<file path="src/rtl/mem_refill_arbiter.sv">
// rtl/mem_refill_arbiter.sv - shared memory port sequencer for I/D line refills and D writebacks (option: MEM_ARB_RR_EN)
module mem_refill_arbiter #(
    parameter int ADDR_W     = 32,
    parameter int LINE_WORDS = 8
) (
    input  logic                          clk,
    input  logic                          CpuRst_n,
    input  logic                          IReq,
    input  logic [ADDR_W-1:0]             IAddr,
    output logic [31:0]                   IRData,
    output logic                          IRValid,
    output logic                          IDone,
    input  logic                          DReq,
    input  logic                          DWb,
    input  logic [ADDR_W-1:0]             DAddr,
    input  logic [ADDR_W-1:0]             DWbAddr,
    output logic [$clog2(LINE_WORDS)-1:0] DWbIdx,
    input  logic [31:0]                   DWData,
    output logic [31:0]                   DRData,
    output logic                          DRValid,
    output logic                          DDone,
    output logic                          MemReq,
    output logic                          MemWe,
    output logic [ADDR_W-1:0]             MemAddr,
    output logic [31:0]                   MemWData,
    input  logic                          MemAck,
    input  logic [31:0]                   MemRData,
    output logic                          ICacheMiss,
    output logic                          DCacheMiss
);
    localparam int IDX_W = $clog2(LINE_WORDS);
    localparam int OFF_W = IDX_W + 2;
    localparam logic [ADDR_W-1:0] LINE_MASK = {{(ADDR_W-OFF_W){1'b1}}, {OFF_W{1'b0}}};
    localparam logic [IDX_W-1:0]  LAST_IDX  = IDX_W'(LINE_WORDS - 1);

    typedef enum logic [2:0] {IDLE, I_FILL, D_WB, D_FILL, RESP} state_t;

    state_t            r_state;
    state_t            w_next;
    logic [IDX_W-1:0]  r_cnt;
    logic [ADDR_W-1:0] r_base;
    logic              r_owner_d;
    logic              w_any;
    logic              w_pick_d;
    logic              w_last;

    assign w_any  = IReq | DReq;
    assign w_last = (r_cnt == LAST_IDX);

`ifdef MEM_ARB_RR_EN
    logic r_last_d;

    // Round-robin: on a tie the side that did not win last time is chosen
    always_comb begin
        w_pick_d = DReq;
        if (IReq && DReq) begin
            w_pick_d = ~r_last_d;
        end
    end

    // Remember which side received the most recent grant
    always_ff @(posedge clk) begin
        if (!CpuRst_n) begin
            r_last_d <= 1'b0;
        end else if (r_state == IDLE && w_any) begin
            r_last_d <= w_pick_d;
        end
    end
`else
    // Fixed priority: data side wins any tie
    always_comb begin
        w_pick_d = DReq;
    end
`endif

    // State register
    always_ff @(posedge clk) begin
        if (!CpuRst_n) begin
            r_state <= IDLE;
        end else begin
            r_state <= w_next;
        end
    end

    // Next-state decode and per-state control outputs
    always_comb begin
        w_next  = r_state;
        MemReq  = 1'b0;
        MemWe   = 1'b0;
        IRValid = 1'b0;
        DRValid = 1'b0;
        IDone   = 1'b0;
        DDone   = 1'b0;
        case (r_state)
            IDLE: begin
                if (w_any) begin
                    if (w_pick_d) begin
                        w_next = DWb ? D_WB : D_FILL;
                    end else begin
                        w_next = I_FILL;
                    end
                end
            end
            I_FILL: begin
                MemReq  = 1'b1;
                IRValid = MemAck;
                if (MemAck && w_last) begin
                    w_next = RESP;
                end
            end
            D_WB: begin
                MemReq = 1'b1;
                MemWe  = 1'b1;
                if (MemAck && w_last) begin
                    w_next = D_FILL;
                end
            end
            D_FILL: begin
                MemReq  = 1'b1;
                DRValid = MemAck;
                if (MemAck && w_last) begin
                    w_next = RESP;
                end
            end
            RESP: begin
                IDone  = ~r_owner_d;
                DDone  = r_owner_d;
                w_next = IDLE;
            end
            default: begin
                w_next = IDLE;
            end
        endcase
    end

    // Line base, owner and word counter; base switches to the refill line after a writeback
    always_ff @(posedge clk) begin
        if (!CpuRst_n) begin
            r_cnt     <= '0;
            r_base    <= '0;
            r_owner_d <= 1'b0;
        end else begin
            case (r_state)
                IDLE: begin
                    if (w_any) begin
                        r_cnt     <= '0;
                        r_owner_d <= w_pick_d;
                        if (!w_pick_d) begin
                            r_base <= IAddr & LINE_MASK;
                        end else if (DWb) begin
                            r_base <= DWbAddr & LINE_MASK;
                        end else begin
                            r_base <= DAddr & LINE_MASK;
                        end
                    end
                end
                I_FILL, D_FILL: begin
                    if (MemAck) begin
                        r_cnt <= r_cnt + 1'b1;
                    end
                end
                D_WB: begin
                    if (MemAck) begin
                        r_cnt <= r_cnt + 1'b1;
                        if (w_last) begin
                            r_base <= DAddr & LINE_MASK;
                        end
                    end
                end
                default: begin
                end
            endcase
        end
    end

    // Datapath: outputs are forced to zero whenever they carry nothing meaningful
    assign MemAddr    = MemReq ? (r_base + {{(ADDR_W-OFF_W){1'b0}}, r_cnt, 2'b00}) : '0;
    assign MemWData   = (r_state == D_WB) ? DWData : '0;
    assign DWbIdx     = (r_state == D_WB) ? r_cnt : '0;
    assign IRData     = IRValid ? MemRData : '0;
    assign DRData     = DRValid ? MemRData : '0;
    assign ICacheMiss = IReq & ~IDone;
    assign DCacheMiss = DReq & ~DDone;
endmodule
</file>
<file path="config.mk">
export PLATFORM = sky130hd
export DESIGN_NAME = mem_refill_arbiter
export DESIGN_NICKNAME = d
export VERILOG_FILES = /design/src/rtl/mem_refill_arbiter.sv
export SDC_FILE = /design/constraint.sdc
export NUM_CORES = 1
export LEC_CHECK = 0
export BUFFER_PORTS_ARGS = -buffer_cell sky130_fd_sc_hd__buf_2
export CORE_AREA = 3 3 116 118
export CTS_CLUSTER_DIAMETER = 200
export CTS_CLUSTER_SIZE = 20
export DETAILED_ROUTE_END_ITERATION = 10
export DIE_AREA = 0 0 119 121
export PLACE_DENSITY_LB_ADDON = 0.05
export SLEW_MARGIN = 20
export SYNTH_ARGS = -nofsm -noshare
export SYNTH_HDL_FRONTEND = slang
export SYNTH_SLANG_ARGS = --single-unit
</file>
<file path="constraint.sdc">
create_clock -name clk -period 2.25 [get_ports clk]
set_input_delay 0.225 -clock clk [delete_from_list [all_inputs] [get_ports clk]]
set_output_delay 0.225 -clock clk [all_outputs]
set_load 0.02 [all_outputs]
</file>
==> flow_metrics.py, run 1 <==
metrics = {
    "layout": {
        "regArea_um2": 681,
        "fin_area_mm2": 0.00471,
        "multiInputGateArea_mm2": 0.00204,
        "drive_gt1_share_pct": 45.5,
        "fin_util_pct": 37.5,
        "syn_to_final_growth_pct": 58.9,
        "nFillCells": 1359,
        "final_common_cell": "buf_2",
        "final_nets": 860,
        "diodes": 0,
        "mostFrequentLayoutCells": "buf_2 (287), and2_1 (131), dfxtp_1 (34), nand2_1 (33), and3_1 (29)",
    },
    "detailed_routing": {
        "first_iter_violations": 136,
        "drtAntennaViolNets": 0,
        "dr.pass1.iters": 4,
        "finalWirelength_mm": 12.8,
        "drc_errors": 0,
        "route.vias.total": 3878,
        "vias_per_cell": 4.48,
        "wire_per_inst_um": 14.8,
    },
    "sta": {
        "clock_skew_ns": 0.00548,
        "max_freq_mhz": 489,
        "slew_viol_final": 0,
        "setup_tns_ns": 0,
        "post-route-min-period_ns": 2.04,
        "finalHoldViolations": 0,
        "tightest_slew_ns": 0.969,
        "finalSetupViolations": 0,
        "finalWorstSetupSlack_ns": 0.205,
        "post-route-period-util_pct": 90.9,
        "slew_headroom_pct": 35.3,
        "grt_setup_unrepaired": "no",
    },
    "clocking": {
        "root_buffer": "clkbuf_16",
        "holdBufCountCts": 0,
        "clkTransAtPathRegs_ns": 0.06,
        "clock_path_buffers": 2,
        "post_cts_resize_count": 0,
        "ctsHtreeMaxLevel": 2,
        "cts_setup_buffers": 0,
        "cts.sinks": 34,
        "clkLatencyLatePin_ns": 0.27,
        "cts_buffers": 5,
        "cts_tree": "built",
    },
    "power": {
        "p_leak_nw": 2.63,
        "powerDensity_mw_per_mm2": 540,
        "peakVddDrop_mv": 0.260,
    },
    "setup_path": {
        "regToRegStartpoint": "r_cnt[0]",
        "crit_type": "flip-flop to primary output",
        "end_kind": "primary output",
        "start_kind": "flip-flop",
        "r2r-end": "r_base[18]",
        "r2r_slack_ns": 0.21,
        "cp-startpoint": "r_state[2]",
        "critPathArrivalTime_ns": 1.82,
        "critPathMaxFanout": 41,
        "required_ns": 2.03,
        "cp-endpoint": "MemWData[1]",
        "reg2regPathDepth": 7,
    },
    "place": {
        "io_buffers": 287,
        "dp_hpwl_mm": 9.90,
        "place_ws_ns": 0.218,
        "placed_cell_area_mm2": 0.00457,
        "gp_congestion": 0.741,
    },
    "die": {
        "start_util_pct": 23.6,
        "die_y_um": 121,
        "rows": 41,
        "die_x_um": 119,
        "ios": 305,
        "coreArea_mm2": 0.0126,
        "dieArea_mm2": 0.0144,
    },
    "logic_synthesis": {
        "synth_top_area_share_pct": 27.6,
        "seq_area_frac_synth_pct": 22.9,
        "netlist_top_cells_area": "and2_1 (28%), dfxtp_1 (23%), and3_1 (6.1%)",
        "synth_area_leader_cell": "and2_1",
        "yosysWarnings": 0,
        "postSynthCellCount": 427,
        "synth_cell_types": 36,
        "ys_ff_latch": 34,
        "syn_area_mm2": 0.00297,
        "syn-mean-instance-area_um2": 6.95,
    },
    "status": {
        "status": "finished clean",
    },
    "grt": {
        "grt_overflow": 0,
        "grt_pass1_wl_mm": 19.1,
        "grt_max_degree": 45,
        "grt_pass1_vias": 3593,
        "antenna_found_initial": 0,
        "grt_usage_pct": 16.3,
    },
    "worst_hold_path": {
        "hold_path_class": "input pin to flip-flop",
    },
    "job": {
        "maxCapViolations": 0,
    },
}
[worst max-delay path: stages, from the launching register on]
cell	delay, ns
dfxtp_1	0.30
or3b_1	0.43
inv_4	0.22
buf_12	0.22
and2_1	0.17
buf_2	0.17
[area by class of cell]
| cell class | count | area share (%) |
|---|---|---|
| Inverter | 11 | 0.929 |
| Multi-Input combinational cell | 338 | 43.3 |
| Clock buffer | 7 | 3.03 |
| Sequential cell | 34 | 14.4 |
| Tap cell | 172 | 4.56 |
| Timing Repair Buffer | 302 | 33.7 |
| Clock inverter | 1 | 0.106 |
[where the power goes]
group | switching [W] | internal, W
Clock | 0.000253 | 0.000439
Sequential | 0.0000358 | 0.000682
Combinational | 0.000667 | 0.000468
Total | 0.000956 | 0.00159
[state kept, by name, indices dropped and copies added, names as in the netlist]
signal and cells:
r_cnt 3, r_base 27, r_owner_d 1, r_state 3
[routing by layer]
layer	share of wire [%]	vias up	GRT usage [%]	routed length, um
met1	45	1728	22.3	5750
li1	-	1990	-	-
met2	48	148	26.7	6140
met3	5.7	12	2.98	732
met5	0	-	0	0
met4	1.3	0	3.40	172
[cells by family (layout without fill, tap and decap cells)]
logic type               Yosys count  count (layout)  share of synthesized area, %
AO/OA/AOI/OAI                     80              80                          17.6
buffers and inverters             56             321                          8.43
adder cells (fa/ha/maj)            2               2                         0.843
other                              1               2                         0.126
multiplexers                       3               3                          1.01
AND/OR/NAND/NOR                  251             251                          49.1
flip-flops                        34              34                          22.9
[how the worst min path moves through the flow]
stage | start | to | slack, ns | depth (start not counted)
final | DAddr[15] | r_base[15] | 0.27 | 3
after global routing | DAddr[17] | r_base[17] | 0.28 | 3
after CTS | DAddr[15] | r_base[15] | 0.26 | 3
after detailed placement | r_base[7] | r_base[7] | 0.45 | 2
after global placement | r_base[24] | r_base[24] | 0.45 | 2
after floorplan | MemAck | r_state[2] | 0.40 | 1
[cell usage after synthesis, drive strengths merged]
cell,n
a2111oi,1
a211oi,2
a21oi,10
a221oi,8
a22oi,1
a2bb2oi,1
a311oi,1
and2,131
and3,29
and4,1
buf,17
clkbuf,28
conb,1
dfxtp,34
ha,2
inv,11
mux2i,3
nand2,34
nand2b,1
nand3,19
nand4,18
nor2,6
nor2b,7
nor3,3
nor3b,1
o21ai,26
o21ba,2
o22ai,27
o2bb2ai,1
or3b,1
[metrics by stage]
stage / power, W / cells / hold slack, ns
floorplan: 0.00144 / 428 / 0.396
global placement: 0.00187 / 857 / 0.451
CTS: 0.00258 / 865 / 0.264
finish: 0.00254 / 865 / 0.268
global route: 0.00273 / 865 / 0.282
detailed placement: 0.00188 / 857 / 0.454
Power figures use the tool's default switching activity.
==> run 2: changes to the inputs <==
Clock period 2.25 ns to 2.1 ns, I/O delays scaled along.
==> flow_metrics.py, run 2 (synthesized netlist as in run 1, its figures left out) <==
metrics = {
    "layout": {
        "regMostFlops": "r_base",
        "syn_to_final_growth_pct": 60.6,
        "largest_reg_flops": 27,
        "diodes": 0,
        "mostFrequentLayoutCells": "buf_2 (287), and2_1 (131), dfxtp_1 (34), nand2_1 (33), and3_1 (29)",
        "final_nets": 867,
        "final_common_cell": "buf_2",
        "instances_no_fill": 872,
        "drive_gt1_share_pct": 46.1,
        "reg_top3": "r_base: 27 flops, r_cnt: 3 flops, r_state: 3 flops",
    },
    "setup_path": {
        "critPathMaxFanout": 27,
        "start_kind": "flip-flop",
        "crit_type": "flip-flop to primary output",
        "critPathArrivalTime_ns": 1.75,
        "required_ns": 1.89,
        "end_kind": "primary output",
        "reg2regPathDepth": 7,
    },
    "grt": {
        "grt_pass1_vias": 3763,
        "antenna_found_initial": 0,
        "grt_overflow": 0,
        "grt_max_degree": 45,
        "grt_usage_pct": 16.7,
        "grt_pass1_wl_mm": 19.7,
    },
    "die": {
        "rows": 41,
        "die_x_um": 119,
        "start_util_pct": 23.6,
        "dieArea_mm2": 0.0144,
        "ios": 305,
        "die_y_um": 121,
        "coreArea_mm2": 0.0126,
    },
    "sta": {
        "finalWorstSetupSlack_ns": 0.143,
        "max_freq_mhz": 511,
        "clock_skew_ns": 0.00367,
        "grt_setup_unrepaired": "no",
        "finalHoldViolations": 0,
        "post-route-min-period_ns": 1.96,
        "slew_viol_final": 0,
        "finalSetupViolations": 0,
        "post-route-period-util_pct": 93.2,
        "setup_tns_ns": 0,
    },
    "power": {
        "swShare_pct": 37.2,
        "switchingPower_w": 0.00102,
        "pwr-share-seq_pct": 28.1,
        "p_leak_nw": 2.66,
        "peakVddDrop_mv": 0.352,
        "combPwrFrac_pct": 45.2,
        "clkPwrFrac_pct": 26.7,
        "intPower_w": 0.00172,
        "powerDensity_mw_per_mm2": 574,
    },
    "detailed_routing": {
        "wire_per_inst_um": 14.8,
        "vias_per_cell": 4.51,
        "route.vias.total": 3934,
        "dr.pass1.iters": 4,
        "drtAntennaViolNets": 0,
        "finalWirelength_mm": 12.9,
        "drc_errors": 0,
        "first_iter_violations": 164,
    },
    "clocking": {
        "holdBufCountCts": 0,
        "cts_tree": "built",
        "clkLatencyLatePin_ns": 0.27,
        "cts.sinks": 34,
        "ctsHtreeMaxLevel": 2,
        "root_buffer": "clkbuf_16",
        "cts_buffers": 5,
        "clock_path_buffers": 2,
        "clkTransAtPathRegs_ns": 0.05,
    },
    "place": {
        "dp_cells": 863,
        "io_buffers": 287,
        "dp_hpwl_mm": 10.2,
        "gp_congestion": 0.746,
        "place_ws_ns": 0.0990,
    },
    "status": {
        "status": "finished clean",
    },
    "worst_hold_path": {
        "whs_path_depth": 3,
        "hold_path_class": "input pin to flip-flop",
    },
    "job": {
        "maxCapViolations": 0,
    },
}
[run 2: changes by cell type in the layout (fill, tap and decap cells not counted), sizes merged]
cell    previous run  this run
buf              302       309
clkinv             1         2
inv               11        10
[run 2: power groups by stage]
stage	registers, W	clock network (W)	logic (W)
after floorplan	0.000770	0	0.000770
after CTS	0.000769	0.000750	0.00124
after global routing	0.000779	0.000788	0.00137
after detailed placement	0.000782	0	0.00123
after global placement	0.000779	0	0.00122
final	0.000768	0.000730	0.00124
[run 2: layout make-up]
cell class,count,area [um2]
timing repair buffer,309,1630
clock buffer,7,143
clock inverter,1,5.00
inverter,11,46.3
tap,172,215
fill,1391,7800
multi-input combinational,338,2050
sequential,34,681
[run 2: critical path, stage by stage, from the launching register on]
cell and delay [ns]:
dfxtp_1 0.31, or3b_1 0.43, clkinv_4 0.20, buf_6 0.17, and2_1 0.18, buf_2 0.18
[run 2: what timing repair did]
action	in CTS	in global routing
gates resized for setup	0	7
setup buffers	0	1
setup endpoints to repair	0	92
[run 2: worst paths after layout]
check / slack [ns] / to / startpoint
worst max-delay path: 0.14 / MemWData[1] / r_state[2]
worst min-delay path: 0.25 / r_base[22] / DAddr[22]
worst max register to register: 0.22 / r_base[21] / r_cnt[0]
worst min register to register: 0.46 / r_base[18] / r_base[18]
[run 2: through the flow]
stage,cell area (um2),utilization [%],total power (W),hold WS [ns]
2_1_floorplan,2970,-,0.00154,0.381
3_3_place_gp,4590,36.5,0.00200,0.450
3_5_place_dp,4590,36.5,0.00202,0.455
4_1_cts,4730,37.7,0.00276,0.247
5_1_grt,4770,37.9,0.00293,0.262
6_report,4770,37.9,0.00273,0.249
[run 2: per-layer routing]
| metal | track usage, % | wire, um | vias up |
|---|---|---|---|
| met5 | 0 | 0 | - |
| met4 | 3.19 | 154 | 0 |
| met3 | 2.89 | 721 | 10 |
| met2 | 28.1 | 6320 | 153 |
| met1 | 22.7 | 5690 | 1770 |
| li1 | - | - | 2001 |
==> run 3: changes to the inputs <==
Settings changed: CORE_AREA 3 3 116 118 to 3 3 118 120, CTS_BUF_LIST from default to sky130_fd_sc_hd__clkbuf_4 sky130_fd_sc_hd__clkbuf_8, DIE_AREA 0 0 119 121 to 0 0 121 123.
==> flow_metrics.py, run 3 (synthesized netlist as in run 1, its figures left out) <==
metrics = {
    "die": {
        "dieArea_mm2": 0.0149,
        "die_x_um": 121,
        "start_util_pct": 22.7,
        "rows": 42,
        "coreArea_mm2": 0.0131,
        "die_y_um": 123,
        "ios": 305,
    },
    "power": {
        "powerDensity_mw_per_mm2": 538,
        "p_leak_nw": 2.66,
        "peakVddDrop_mv": 0.253,
    },
    "sta": {
        "post-route-min-period_ns": 1.99,
        "post-route-period-util_pct": 94.6,
        "finalSetupViolations": 0,
        "slew_headroom_pct": 57.2,
        "timing.hold.ws_ns": 0.239,
        "slew_viol_final": 0,
        "clock_skew_ns": 0.00451,
        "grt_setup_unrepaired": "no",
        "tightest_slew_ns": 0.638,
        "finalHoldViolations": 0,
        "setup_tns_ns": 0,
        "max_freq_mhz": 504,
    },
    "detailed_routing": {
        "vias_per_cell": 4.51,
        "route.vias.total": 3955,
        "dr.pass1.iters": 4,
        "drtAntennaViolNets": 0,
        "wire_per_inst_um": 15.3,
        "drc_errors": 0,
        "finalWirelength_mm": 13.4,
        "first_iter_violations": 173,
    },
    "clocking": {
        "root_buffer": "clkbuf_8",
        "clkLatencyLatePin_ns": 0.28,
        "clock_path_buffers": 2,
        "cts_buffers": 5,
        "holdBufCountCts": 0,
        "cts_tree": "built",
        "ctsHtreeMaxLevel": 2,
        "clkTransAtPathRegs_ns": 0.07,
        "cts.sinks": 34,
    },
    "setup_path": {
        "r2r_slack_ns": 0.15,
        "r2r-end": "r_base[5]",
        "cp-startpoint": "r_state[2]",
        "critPathArrivalTime_ns": 1.78,
        "regToRegStartpoint": "r_cnt[0]",
        "slowest_delay_ns": 0.45,
        "start_kind": "flip-flop",
        "crit_type": "flip-flop to primary output",
        "end_kind": "primary output",
        "reg2regPathDepth": 7,
        "critPathMaxFanout": 19,
        "crit_chain": "or3b_1 > inv_6 > buf_4 > and2_1 > buf_2",
        "critical-path-slowest-cell": "or3b_1",
        "required_ns": 1.89,
    },
    "status": {
        "status": "finished clean",
    },
    "grt": {
        "antenna_found_initial": 1,
        "grt_overflow": 0,
        "grt_pass1_wl_mm": 19.1,
        "grt_pass1_vias": 3635,
        "grt_max_degree": 45,
        "grt_usage_pct": 15.9,
    },
    "layout": {
        "final_common_cell": "buf_2",
        "mostFrequentLayoutCells": "buf_2 (287), and2_1 (131), dfxtp_1 (34), nand2_1 (33), and3_1 (29)",
        "nFillCells": 1466,
        "regMostFlops": "r_base",
        "largest_reg_flops": 27,
        "syn_to_final_growth_pct": 61.4,
        "diodes": 0,
        "final_nets": 868,
        "reg_top3": "r_base: 27 flops, r_cnt: 3 flops, r_state: 3 flops",
        "drive_gt1_share_pct": 46.9,
    },
    "place": {
        "dp_hpwl_mm": 10.4,
        "gp_congestion": 0.737,
        "io_buffers": 287,
    },
    "worst_hold_path": {
        "hold_start": "DAddr[15]",
        "whs_path_depth": 3,
        "holdPathEnd": "r_base[15]",
        "hold_path_class": "input pin to flip-flop",
    },
    "job": {
        "maxCapViolations": 0,
    },
}
-- run 3: layer usage --
metal	GRT usage [%]	part of all wire, %	wire, um	vias to the layer above
met5	0	0.097	13	-
met4	1.91	0.27	36	2
met3	3.84	8.0	1070	4
met2	28.7	50	6720	153
met1	19.7	41	5540	1792
li1	-	-	-	2004
-- run 3: metrics by stage --
stage / worst slack [ns] / power (W) / cell area (um2) / util, % / cells
final: 0.114 / 0.00258 / 4790 / 36.6 / 877
after global routing: 0.00238 / 0.00277 / 4790 / 36.6 / 877
after global placement: 0.114 / 0.00201 / 4610 / 35.2 / 866
after detailed placement: 0.0680 / 0.00202 / 4610 / 35.2 / 866
after CTS: 0.0362 / 0.00256 / 4700 / 36.0 / 874
after floorplan: 0.265 / 0.00154 / 2970 / - / 428
-- run 3: critical path: cells and delay by family (launching register included) --
family                 cells  cell delay, ns
AND/OR/NAND/NOR            2            0.61
buffers and inverters      3            0.58
flip-flops                 1            0.31
-- run 3: cell type report --
class	count	area (um2)	share of cell area, %
flip-flops and latches	34	681	14.2
clock buffers	7	90.1	1.88
well taps	176	220	4.60
clock inverters	1	5.00	0.104
multi-input cells	338	2080	43.4
inverters	11	46.3	0.966
repair buffers	310	1670	34.8
-- run 3: power by group --
part | internal [W] | total (W) | switching [W]
sequential | 0.000729 | 0.000768 | 0.0000385
combinational | 0.000542 | 0.00128 | 0.000741
clock | 0.000278 | 0.000525 | 0.000247
total | 0.00155 | 0.00258 | 0.00103
-- run 3: how the worst max path moves through the flow --
| stage | to | slack [ns] | cells after the start |
|---|---|---|---|
| final | MemWData[1] | 0.11 | 5 |
| after detailed placement | r_base[31] | 0.07 | 7 |
| after global routing | r_base[14] | 0.002 | 7 |
| after floorplan | r_base[10] | 0.26 | 6 |
| after global placement | r_base[18] | 0.11 | 7 |
| after CTS | r_base[8] | 0.04 | 7 |
-- run 3: repair_timing --
action	CTS	global route
buffers inserted	0	2
endpoints found under the setup margin	0	55
resized for setup	0	8
